==> config.mk <==
export PLATFORM = sky130hd
export DESIGN_NAME = audio_tx_buffer
export DESIGN_NICKNAME = d
export VERILOG_FILES = /design/src/rtl/audio_tx_buffer.sv
export SDC_FILE = /design/constraint.sdc
export NUM_CORES = 1
export LEC_CHECK = 0
export CORE_ASPECT_RATIO = 1.1
export CORE_MARGIN = 3
export CORE_UTILIZATION = 52
export CTS_CLUSTER_SIZE = 28
export DETAILED_ROUTE_END_ITERATION = 7
export GPL_ROUTABILITY_DRIVEN = 1
export MAX_ROUTING_LAYER = met4
export PLACE_DENSITY = 0.77
export SKIP_CTS_REPAIR_TIMING = 1
export SYNTH_ARGS = -nofsm -noshare
export SYNTH_HDL_FRONTEND = slang
export SYNTH_SLANG_ARGS = --single-unit
==> constraint.sdc <==
create_clock -name clock -period 6.6 [get_ports clock]
set_clock_uncertainty 0.2 [all_clocks]
set_input_delay 0.66 -clock clock [delete_from_list [all_inputs] [get_ports clock]]
set_output_delay 0.66 -clock clock [all_outputs]
set_load 0.05 [all_outputs]
==> src/rtl/audio_tx_buffer.sv <==
// Stereo sample FIFO between a producer and a codec write port.
// Holds off streaming until a prefill level is reached, then issues one write per write_ready.
module audio_tx_buffer #(
  parameter int N       = 3,
  parameter int PREFILL = 4
) (
  input  logic               clock,
  input  logic               reset,
  input  logic               enable,
  input  logic               in_valid,
  input  logic signed [23:0] in_left,
  input  logic signed [23:0] in_right,
  output logic               in_ready,
  input  logic               write_ready,
  output logic               write,
  output logic signed [23:0] writedata_left,
  output logic signed [23:0] writedata_right,
  output logic [N:0]         level,
  output logic [15:0]        underrun_count,
  output logic [15:0]        overflow_count
);

  localparam int DEPTH = 1 << N;

  typedef enum logic {
    ST_PREFILL,
    ST_STREAM
  } state_t;

  state_t             state_q, state_d;
  logic [47:0]        mem_q [DEPTH];
  logic [N-1:0]       wr_ptr_q, wr_ptr_d;
  logic [N-1:0]       rd_ptr_q, rd_ptr_d;
  logic [N:0]         level_q, level_d;
  logic               write_q, write_d;
  logic signed [23:0] wd_left_q, wd_left_d;
  logic signed [23:0] wd_right_q, wd_right_d;
  logic [15:0]        underrun_q, underrun_d;
  logic [15:0]        overflow_q, overflow_d;
  logic               full, empty, push, pop, underrun;

  always_comb begin
    full       = (level_q == (N+1)'(DEPTH));
    empty      = (level_q == '0);
    in_ready   = enable & ~full;
    push       = in_valid & in_ready;
    pop        = 1'b0;
    underrun   = 1'b0;
    state_d    = state_q;
    wr_ptr_d   = wr_ptr_q;
    rd_ptr_d   = rd_ptr_q;
    level_d    = level_q;
    write_d    = 1'b0;
    wd_left_d  = wd_left_q;
    wd_right_d = wd_right_q;
    underrun_d = underrun_q;
    overflow_d = overflow_q;

    if (!enable) begin
      state_d    = ST_PREFILL;
      wr_ptr_d   = '0;
      rd_ptr_d   = '0;
      level_d    = '0;
      wd_left_d  = '0;
      wd_right_d = '0;
    end else begin
      if (state_q == ST_PREFILL) begin
        if (level_q >= (N+1)'(PREFILL)) state_d = ST_STREAM;
      end else if (write_ready) begin
        // Emptiness is judged before this edge's push, so no pass-through.
        write_d = 1'b1;
        if (!empty) begin
          pop                     = 1'b1;
          {wd_left_d, wd_right_d} = mem_q[rd_ptr_q];
        end else begin
          underrun = 1'b1;
        end
      end

      if (push) wr_ptr_d = wr_ptr_q + N'(1);
      if (pop)  rd_ptr_d = rd_ptr_q + N'(1);
      if (push && !pop)      level_d = level_q + (N+1)'(1);
      else if (pop && !push) level_d = level_q - (N+1)'(1);

      if (in_valid && full && (overflow_q != '1)) overflow_d = overflow_q + 16'd1;
      if (underrun && (underrun_q != '1))         underrun_d = underrun_q + 16'd1;
    end
  end

  always_ff @(posedge clock) begin
    if (reset) begin
      state_q    <= ST_PREFILL;
      wr_ptr_q   <= '0;
      rd_ptr_q   <= '0;
      level_q    <= '0;
      write_q    <= 1'b0;
      wd_left_q  <= '0;
      wd_right_q <= '0;
      underrun_q <= '0;
      overflow_q <= '0;
    end else begin
      state_q    <= state_d;
      wr_ptr_q   <= wr_ptr_d;
      rd_ptr_q   <= rd_ptr_d;
      level_q    <= level_d;
      write_q    <= write_d;
      wd_left_q  <= wd_left_d;
      wd_right_q <= wd_right_d;
      underrun_q <= underrun_d;
      overflow_q <= overflow_d;
    end
  end

  always_ff @(posedge clock) begin
    if (!reset && push) mem_q[wr_ptr_q] <= {in_left, in_right};
  end

  assign write           = write_q;
  assign writedata_left  = wd_left_q;
  assign writedata_right = wd_right_q;
  assign level           = level_q;
  assign underrun_count  = underrun_q;
  assign overflow_count  = overflow_q;

endmodule

Word-level counts from Yosys, hierarchy flattened --
Memory sizes are Yosys's and may differ from the RTL's. A register that Yosys moved wholly into a read port is not among the register bits. Cells that the tools add are included.
Storage, ports and cells: output and inout bits 86, memory bits (writable) 384, bits in registers 44, logic and storage cells 55, memories 1
Operators by class: add/sub/neg operators 6, muxes and demuxes 15, $lt $le $gt $ge 1, reductions and logical operators 16, bitwise gates (word level) 6, equal/unequal tests 3
Memory list:
- mem_q | depth 8, width 48, read ports 1, clocked after Yosys merged registers in 1, write ports 1, line 31 | logic [47:0] mem_q [DEPTH];
Operators by type and width (number):
- 16-bit by 1-bit adder with 16-bit output, second input constant | 2
- 16-bit != test, second input constant | 2
- 1-bit two-way mux | 13
- 4-bit two-way mux | 2
- 3-bit by 1-bit adder with 3-bit output, second input constant | 2
- 1-bit logical AND | 6
- 4-bit by 1-bit adder with 4-bit output, second input constant | 1
- 4-bit == test, second input constant | 1
- 4-bit by 3-bit >= comparator with 1-bit output, second input constant | 1
- 4-bit zero test | 1
- 1-bit NOT | 4
- 2-bit AND reduction | 2
- 4-bit by 1-bit subtractor with 4-bit output, second input constant | 1
- 1-bit zero test | 3
- 3-bit AND reduction | 1
- 3-bit OR reduction | 1
- 1-bit bitwise AND | 2
- 2-bit nonzero test | 1
- 2-bit OR reduction | 1

Logic depth before layout (Yosys ltp) --
word-level depth 8, mapped depth 11

Worst setup path after synthesis --
Ideal clock, no wire load.
path type register to register, start register level_q[0], in the netlist level[0], end memory mem_q[4][0] (enable), path buffers 0, period minus slack after synthesis 6722 ps, data arrival time 5949 ps, stages on the path, launching flop included 6, path slack -122 ps, library setup time 573 ps, cells stage by stage dfxtp_1 > or4b_1 > nand3_1 > inv_1 > nand2_1 > nor4_1
On the way: cells in the longest elaborated chain, start to end 7
Ends and longest elaborated chain:
- start, declared | line 34 | logic [N:0] level_q, level_d;
- start signal, assigned | line 105 | level_q <= level_d;
- 4-bit == test | line 43 | full = (level_q == (N+1)'(DEPTH));
- 1-bit NOT | line 45 | in_ready = enable & ~full;
- 1-bit bitwise AND | line 45
- 1-bit bitwise AND | line 46 | push = in_valid & in_ready;
- via push | line 40 | logic full, empty, push, pop, underrun;
- 1-bit logical AND | line 115 | if (!reset && push) mem_q[wr_ptr_q] <= {in_left, in_right};
- 1-bit two-way mux | line 115
- 1-bit two-way mux (implied by the code) | line 115
- end, declared | line 31
The timed path passes the listed nets, and every way through them passes these cells.

Worst setup path after layout --
start input port enable, end memory mem_q[7][40] (enable)
On the way: cells in the longest elaborated chain, start to end 5
Ends and longest elaborated chain:
- start, declared | line 9 | input logic enable,
- 1-bit bitwise AND | line 45
- 1-bit bitwise AND | line 46
- via push | line 40
- 1-bit logical AND | line 115
- 1-bit two-way mux | line 115
- 1-bit two-way mux (implied by the code) | line 115
The timed path passes the listed nets, and every way through them passes these cells.

==> metrics <==
outcome=finished, final reports clean; TritonCTS buffer count=46; dominant cells by area after synthesis=edfxtp_1, mux4_2, dfxtp_1, mux2i_1, a21oi_1; Period minus WS final=3.364 ns; Critical Path, Cell by Cell=clkdlybuf4s50_1 -> nand3_1 -> inv_1 -> nand2_1 -> nor3_2 -> buf_4; largest net degree at the start of global routing=99; row count=71; CTS Root Buffer Type=clkbuf_16; area share of the largest cell type after synthesis=about 64%; warnings from Yosys=0; Post-Synthesis Net Count=1,057; routability congestion estimate=0.7969; total power of the final layout=6.076 mW; die footprint=around 37,000 µm²; placed inst area=20,050 µm²; number of synthesized flops with an enable pin=384; library cell occupying the most area in the post-synthesis netlist=edfxtp_1; Crit path arrival time=around 3.3 ns; detailed-route DRC error count=0; peak per-stage delay on the critical path=0.71 ns; Max-Cap Viols=0; layout cells sized above 1=16.99%; worst-case headroom to the max-slew limit=24.28%; slowest stage cell, crit path=buf_4; average detailed-routed wire length per instance=22.78 µm; RSZ-0062 raised after global routing=no; pre-CTS setup slack=between 2 and 3 ns; total clock sinks=476; clock tree from TritonCTS=built; Crit path buffers/inverters=3; portion of the clock cycle consumed by the worst path in the final layout=50.97%; final HPWL from detailed placement=around 21,000 µm; final setup margin=3.236 ns; ports placed on the boundary=139; leakage dissipation=roughly 6.6 nW; total routing resource utilization after global routing=20.62%; hold_ws=0.3018 ns; final std cells w/o fill=1,624; Routed Antenna Nets=0; overall overflow remaining after global route=0; net switching power=1.159 mW; mean instance size in the synthesized netlist=between 15 and 20 µm²; worst-case vdd ir drop=218.4 µV; ys async rst share=0%; top flip-flop cell by instance count after synthesis=edfxtp_1; fillcell total=2,361; post-synth design cell area=18,130 µm²; clock-pin slew on the worst setup and hold paths=0.06 ns; critical setup path kind=primary input to register; number of design-rule violations left by the first detailed-router iteration=912; Sw Ratio=19.07%; Initial Utilization=52.87%; placeable core region=34,290 µm²; number of distinct library cells after synthesis=42; minimum setup slack among reg-to-reg paths=3.24 ns; largest fanout on the critical path=41; H-Tree Depth=2; total placed cells including tap cells=1,536; element type at the critical path start=primary input; cell type group with the largest total delay on the critical path=buffers and inverters; Gate power share=2.1%; area grow syn2layout=19.23%; Synth Register Bits=476; count of mapped cells out of synthesis=996; Int Power=between 4 and 5 mW; Final Hold Fails=0; total wirelength of the detailed-routed design=~37,000 µm; wire length of the first global-routing pass=57,590 µm; via count=9,617; worst hold path class=register to register; data required time at the worst endpoint=6.56 ns; Sequential Power Share=53.6%; via count of the first global-routing pass=10,070; Least-Margin Pin Slew=approximately 1.1 ns; post-route cell area=21,620 µm²; P per Cell Area=approximately 280 nW/µm²; portion of the post-synthesis area used by sequential elements=between 70% and 80%; 1st-pass router iterations=5; maximum clock frequency=around 300 MHz; routed vias/inst=5.922; Worst setup EP type=register; most repeated cell in the gate-level netlist after synthesis=edfxtp_1; total setup violations reported at the end of the flow=0; die width=184.0 µm; height of the die=201.8 µm; number of antenna violations at the first check in global routing=3; count of nets after finishing=1,207; count of buffers inserted at the top-level ports=138; clock network fraction of total power=44.3%; maximum buffer depth of the clock tree=3; max-slew violations=0; most frequent cells after synthesis=edfxtp_1, mux4_2, dfxtp_1, a21oi_1, o21ai_0; clock latency reported for the late side of the worst-skew pair=0.55 ns
stage by stage:
step | util [%] | setup TNS [ns]
2_1_floorplan | - | -11.68
3_3_place_gp | 58.47 | 0
3_5_place_dp | 58.47 | 0
4_1_cts | 63.02 | 0
5_1_grt | 63.04 | 0
6_report | 63.04 | 0
final cells by class:
type	instances	area, µm²	share of cell area [%]
Antenna cell	3	7.507	0.03473
Sequential cell	476	13380	61.92
Tap cell	438	548.0	2.535
Inverter	11	41.29	0.1910
Multi-Input combinational cell	453	4543	21.02
Clock buffer	64	1301	6.020
Timing Repair Buffer	158	1531	7.085
Clock inverter	21	259.0	1.198
power by group through the flow:
stage                     Combinational (mW)  Sequential (mW)  Clock (mW)
after floorplan                       0.0436             3.33           0
after global placement                 0.126             3.32           0
after detailed placement               0.130             3.32           0
after CTS                              0.131             3.26        2.73
after global routing                   0.141             3.26        2.85
final                                  0.130             3.26        2.69
cell usage in the layout, fill, tap and decap left out, types with 3 or more instances in the layout:
cell type        Yosys  routed
edfxtp_1           384     384
clkdlybuf4s50_1      0     138
mux4_2              96      96
dfxtp_1             92      89
a21oi_1             79      79
o21ai_0             54      54
mux2i_1             51      51
clkbuf_16            0      48
nor2_1              23      22
o31ai_1             21      21
or4_1               20      20
buf_4                0      20
nand2_1             17      17
nand3_1             14      14
clkbuf_1            42      12
inv_1               11      11
nand4_1              8       8
or3_1                7       7
ha_1                 7       7
clkinv_1             0       7
bufinv_16            0       6
nor4_2               1       5
xnor2_1              5       5
and4_1               4       4
nor4_1               8       4
clkinv_2             0       4
clkbuf_8             0       4
diode_2              0       3
nand2b_1             3       3
and3_1               5       3
nor3b_1              3       3
mux2_2               3       3
o41ai_1              3       3
dfxtp_4              0       3
cells by family (layout without fill, tap and decap cells):
family | count (synthesis) | after routing | synth area share [%]
AOI/OAI and AO/OA | 162 | 162 | 4.907
xor gates and xnor gates | 6 | 6 | 0.2899
adders and majority gates | 8 | 8 | 0.5935
buffers and inverters | 67 | 254 | 1.470
DFF | 476 | 476 | 73.76
muxes | 150 | 150 | 14.93
other | 0 | 3 | 0
and+or+nand+nor | 127 | 127 | 4.051
worst min-delay path: stages, from the launching register on:
cell	delay, ns
dfxtp_1	0.34
nor3_1	0.05
nor2_1	0.07
sequential cells by signal, indices dropped and copies added (netlist names):
register,count
level,4
mem_q,384
overflow_count,16
rd_ptr_q,3
state_q,1
underrun_count,16
wr_ptr_q,3
write,1
writedata_left,24
writedata_right,24
per-layer routing:
metal / up-vias / part of all wire, % / global-route usage [%] / wire (µm)
li1: 4355 / - / - / -
met4: 0 / 1.8 / 5.698 / 678
met2: 306 / 51 / 33.43 / 18830
met5: - / 0 / - / 0
met3: 50 / 5.9 / 3.474 / 2196
met1: 4906 / 41 / 27.47 / 15300
path summary, 6_finish.rpt:
check                        start                     end  cells after the start
min reg2reg     state_q$_SDFF_PP0_      state_q$_SDFF_PP0_                      2
max reg2reg  level[0]$_SDFFE_PP0P_  mem_q[7][40]$_DFFE_PP_                      6
min             state_q$_SDFF_PP0_      state_q$_SDFF_PP0_                      2
max                         enable  mem_q[7][40]$_DFFE_PP_                      6
Power figures use the tool's default switching activity.
